`src/rtl/serial_to_parallel_aligner.sv`:
```
// serial_to_parallel_aligner
// Receive-side serial-to-parallel converter on the clk16f bit clock.
// Hunts for the COM symbol in the serial stream (MSB first). It locks byte
// alignment after COM_COUNT consecutive aligned COMs. Once locked it emits
// one byte per WIDTH cycles, with a one-cycle valid strobe for non-COM bytes.
// Optional feature macro: SP_RESYNC_EN. When defined, the link drops back to
// SEARCH after MAX_GAP consecutive non-COM bytes. When undefined, ACTIVE is
// sticky until reset.
module serial_to_parallel_aligner #(
  parameter int unsigned       WIDTH      = 8,
  parameter logic [WIDTH-1:0]  COM_SYMBOL = 8'hBC,
  parameter int unsigned       COM_COUNT  = 4,
  parameter int unsigned       MAX_GAP    = 64
) (
  input  logic             clk16f,
  input  logic             reset_L,
  input  logic             data_in,
  output logic [WIDTH-1:0] data_out,
  output logic             valid_out,
  output logic             active
);

  localparam int unsigned BW = $clog2(WIDTH);
  localparam logic [BW-1:0] LAST_BIT = BW'(WIDTH - 1);
  localparam logic [3:0] COM_TARGET = 4'(COM_COUNT);

  // Reject out-of-range configurations at elaboration time.
  if (COM_COUNT < 2 || COM_COUNT > 15) begin : g_bad_com_count
    $error("COM_COUNT must be in 2..15");
  end
  if (MAX_GAP < 1 || MAX_GAP > 255) begin : g_bad_max_gap
    $error("MAX_GAP must be in 1..255");
  end

  typedef enum logic [1:0] {
    SEARCH = 2'd0,
    ALIGN  = 2'd1,
    ACTIVE = 2'd2
  } state_t;

  state_t           state_q;
  logic [WIDTH-2:0] sr_q;
  logic [WIDTH-1:0] sr_d;
  logic [BW-1:0]    bit_cnt_q;
  logic [3:0]       com_cnt_q;
  logic [WIDTH-1:0] dout_q;
  logic             valid_q;
  logic             active_q;
  logic             is_com;
  logic             byte_edge;
`ifdef SP_RESYNC_EN
  localparam logic [7:0] GAP_TARGET = 8'(MAX_GAP);
  logic [7:0]       gap_cnt_q;
`endif

  // Current window: the shift register plus the bit being sampled this edge.
  always_comb begin
    sr_d      = {sr_q, data_in};
    is_com    = (sr_d == COM_SYMBOL);
    byte_edge = (bit_cnt_q == LAST_BIT);
  end

  // Alignment FSM with registered outputs.
  always_ff @(posedge clk16f) begin
    if (!reset_L) begin
      state_q   <= SEARCH;
      sr_q      <= '0;
      bit_cnt_q <= '0;
      com_cnt_q <= '0;
      dout_q    <= '0;
      valid_q   <= 1'b0;
      active_q  <= 1'b0;
`ifdef SP_RESYNC_EN
      gap_cnt_q <= '0;
`endif
    end else begin
      sr_q    <= sr_d[WIDTH-2:0];
      valid_q <= 1'b0;
      case (state_q)
        SEARCH: begin
          if (is_com) begin
            bit_cnt_q <= '0;
            com_cnt_q <= 4'd1;
            state_q   <= ALIGN;
          end
        end
        ALIGN: begin
          bit_cnt_q <= byte_edge ? '0 : bit_cnt_q + BW'(1);
          if (byte_edge) begin
            if (is_com && (com_cnt_q + 4'd1 == COM_TARGET)) begin
              com_cnt_q <= COM_TARGET;
              active_q  <= 1'b1;
              state_q   <= ACTIVE;
`ifdef SP_RESYNC_EN
              gap_cnt_q <= '0;
`endif
            end else if (is_com) begin
              if (com_cnt_q < COM_TARGET) com_cnt_q <= com_cnt_q + 4'd1;
            end else begin
              com_cnt_q <= '0;
              state_q   <= SEARCH;
            end
          end
        end
        ACTIVE: begin
          // Alignment is frozen here. A COM pattern straddling byte edges is
          // never examined, because only byte-edge windows are looked at.
          bit_cnt_q <= byte_edge ? '0 : bit_cnt_q + BW'(1);
          if (byte_edge) begin
`ifdef SP_RESYNC_EN
            if (!is_com && (gap_cnt_q + 8'd1 == GAP_TARGET)) begin
              gap_cnt_q <= GAP_TARGET;
              com_cnt_q <= '0;
              active_q  <= 1'b0;
              state_q   <= SEARCH;
            end else begin
              gap_cnt_q <= is_com ? '0 : gap_cnt_q + 8'd1;
              dout_q    <= sr_d;
              valid_q   <= !is_com;
            end
`else
            dout_q  <= sr_d;
            valid_q <= !is_com;
`endif
          end
        end
        default: state_q <= SEARCH;
      endcase
    end
  end

  assign data_out  = dout_q;
  assign valid_out = valid_q;
  assign active    = active_q;

endmodule
```
`config.mk`:
```
export PLATFORM = sky130hd
export DESIGN_NAME = serial_to_parallel_aligner
export DESIGN_NICKNAME = d
export VERILOG_FILES = /design/src/rtl/serial_to_parallel_aligner.sv
export SDC_FILE = /design/constraint.sdc
export NUM_CORES = 1
export LEC_CHECK = 0
export BUFFER_PORTS_ARGS = -buffer_cell sky130_fd_sc_hd__buf_2
export CORE_ASPECT_RATIO = 0.9
export CORE_UTILIZATION = 53
export CTS_CLUSTER_SIZE = 16
export DETAILED_ROUTE_END_ITERATION = 16
export PLACE_DENSITY = 0.83
export REMOVE_ABC_BUFFERS = 1
export SLEW_MARGIN = 20
export SYNTH_ARGS = -nofsm -noshare
export SYNTH_HDL_FRONTEND = slang
export SYNTH_SLANG_ARGS = --single-unit
```
`constraint.sdc`:
```
create_clock -name clk16f -period 3.5 [get_ports clk16f]
set_clock_uncertainty 0.05 [all_clocks]
set_input_delay 0 -clock clk16f [delete_from_list [all_inputs] [get_ports clk16f]]
set_output_delay 0 -clock clk16f [all_outputs]
set_load 0.01 [all_outputs]
```
==> qor.yml <==
worstPathRequired_ns: 3.68
fillers: 191
clock_latency_ns: 0.32
dieArea_um2: 2570
rsz0062_at_grt: "false"
critPathLaunch: "state_q[1]"
cts_buffer_depth: 2
cts.sinks: 26
antennaDiodeCount: 0
synth_top_family_by_area: "simple AND/OR/NAND/NOR gates"
grt_max_degree: 28
drive_gt1_share_pct: 20.0
num_vias: 991
synth_seq_area_share_pct: 41.4
finalSetupViolations: 0
routed_wl_um: 2440
worstPathArrival_ns: 2.20
fp.coreArea_um2: 2200
cts_tree: "built"
grt_first_pass_wirelength_um: 4040
cts_setup_buffers: 0
timing.setup.tns_ns: 0
cap_violations: 0
worst_slew_pin_slew_ns: 0.500
layout.cells.most_common: "dfxtp_1"
synth-xor-area-share_pct: 0
syn_inst: 128
synth.area.mux_share_pct: 0
place.gp.congestion: 0.854
cts.clk_slew.worst_paths_ns: 0.13
slew_violations: 0
root_buffer: "clkbuf_4"
drt_first_pass_iters: 5
pre_cts_slack_ns: 1.50
slew_headroom_pct: 66.5
endpoint: "com_cnt_q[0]"
h-tree-depth: 1
path_max_fanout: 6
numCtsBuffers: 3
route.detailed.drc: 0
yosys_register_bits: 26
timing.rr.end: "com_cnt_q[0]"
synthArstFlopShare_pct: 0
die_w_um: 53.4
wl_per_cell_um: 14.6
ir_worst_vdd_mv: 0.260
synthSimpleGateAreaFrac_pct: 28.2
cts_resized: 0
final_cell_mix: "26 x dfxtp_1, 15 x nand2_1, 12 x buf_2"
r2r-start: "state_q[1]"
syn_area_um2: 1260
ys_types: 39
die_h_um: 48.2
viasPerCell: 5.93
cts_hold_buf: 1
yosysWarnings: 0
grt_pass1_vias: 906
status: "completed"
grt_overflow_total: 0
power_uw: 474
finalCritPeriodShare_pct: 57.7
fin_ws_ns: 1.48
p_leak_nw: 0.573
ant_nets: 0
synth-compound-area-share_pct: 20.4
dp_hpwl_um: 1890
nets: 153
reg2reg_slack_ns: 1.48
min_period_ns: 2.02
row_count: 16
start_util_pct: 57.2
syn_avg_cell_area_um2: 9.83
drtIter0Drc: 22
start_kind: "register"
grt_usage_pct: 22.4
r2r_cells: 7
synthFlopType: "dfxtp_1"
multi_input_area_um2: 712
hold_class: "primary input to register"
antenna_found_initial: 0
p_per_area_nw_per_um2: 346
crit_type: "register to register"
areaGrowthSynthToFinish_pct: 8.85
synth_adder_area_share_pct: 7.95
end_kind: "register"
timing.fmax_mhz: 495
synth-edff-count: 0
finalHoldViolCount: 0
seqCellArea_um2: 520
io_pins: 13
portBuffers: 12
-- cells in the mapped netlist, drive strengths merged (2+ instances only) --
cell type | instances | area, um2
dfxtp | 26 | 521
nand2 | 15 | 56.3
a21boi | 13 | 101
nand3 | 11 | 55.1
and2 | 8 | 52.6
ha | 8 | 100
clkbuf | 4 | 15.0
nor2 | 4 | 15.0
o21ai | 4 | 23.8
inv | 3 | 11.3
o211a | 3 | 30.0
a211oi | 2 | 27.5
a21oi | 2 | 10.0
and2b | 2 | 16.3
nand2b | 2 | 12.5
nand4 | 2 | 12.5
nand4b | 2 | 32.5
o211ai | 2 | 15.0
o21bai | 2 | 15.0
o31ai | 2 | 15.0
-- final cells by class --
| type | instances | share of cell area, % |
|---|---|---|
| multi-input combinational | 95 | 52.0 |
| tap | 27 | 2.47 |
| sequential | 26 | 38.0 |
| clock buffer | 3 | 1.64 |
| inverter | 3 | 0.822 |
| timing repair buffer | 13 | 5.11 |
-- logic make-up after synthesis --
group / after synthesis
adder cells (fa/ha/maj): 8
AND/OR/NAND/NOR: 55
flip-flops: 26
buffers and inverters: 7
AO/OA/AOI/OAI: 32
-- per-stage QoR --
| stage | util (%) | cells | cell area (um2) | hold slack [ns] |
|---|---|---|---|---|
| 2_1_floorplan | - | 124 | 1240 | 0.0675 |
| 3_3_place_gp | 60.7 | 163 | 1340 | 0.195 |
| 3_5_place_dp | 60.7 | 163 | 1340 | 0.215 |
| 4_1_cts | 62.2 | 167 | 1370 | 0.0429 |
| 5_1_grt | 62.2 | 167 | 1370 | 0.0676 |
| 6_report | 62.2 | 167 | 1370 | 0.0497 |
-- worst min path at each step --
stage / start / cells past startpoint / slack, ns / end
floorplan: reset_L / 1 / 0.07 / active
global placement: data_in / 2 / 0.20 / sr_q[0]
detailed placement: data_in / 2 / 0.21 / sr_q[0]
CTS: reset_L / 2 / 0.04 / com_cnt_q[3]
global route: reset_L / 2 / 0.07 / com_cnt_q[0]
finish: reset_L / 2 / 0.05 / active
-- state kept, by name (all words and copies together) (netlist names) --
signal,flops
bit_cnt_q,3
sr_q,7
state_q,2
com_cnt_q,4
data_out,8
active,1
valid_out,1
-- routing by layer --
metal,GRT usage (%),wire length (um),vias to the layer above
met4,15.8,99,0
li1,-,-,489
met2,33.5,1130,26
met5,0,0,-
met3,5.92,85,16
met1,28.4,1120,460
-- where the power goes --
part / total, mW / internal (mW) / leakage [nW] / switching [mW]
Combinational: 0.0441 / 0.0181 / 0.350 / 0.0259
Clock: 0.122 / 0.0404 / 0.0138 / 0.0818
Sequential: 0.308 / 0.301 / 0.210 / 0.00680
Total: 0.474 / 0.359 / 0.573 / 0.115
-- worst max-delay path, stage by stage, from the launching register on --
cell and delay, ns:
dfxtp_1 0.35, inv_1 0.09, ha_1 0.25, inv_1 0.08, or4_4 0.54, a211oi_4 0.26
o21bai_1 0.15, o311a_2 0.16
Power figures use the tool's default switching activity.
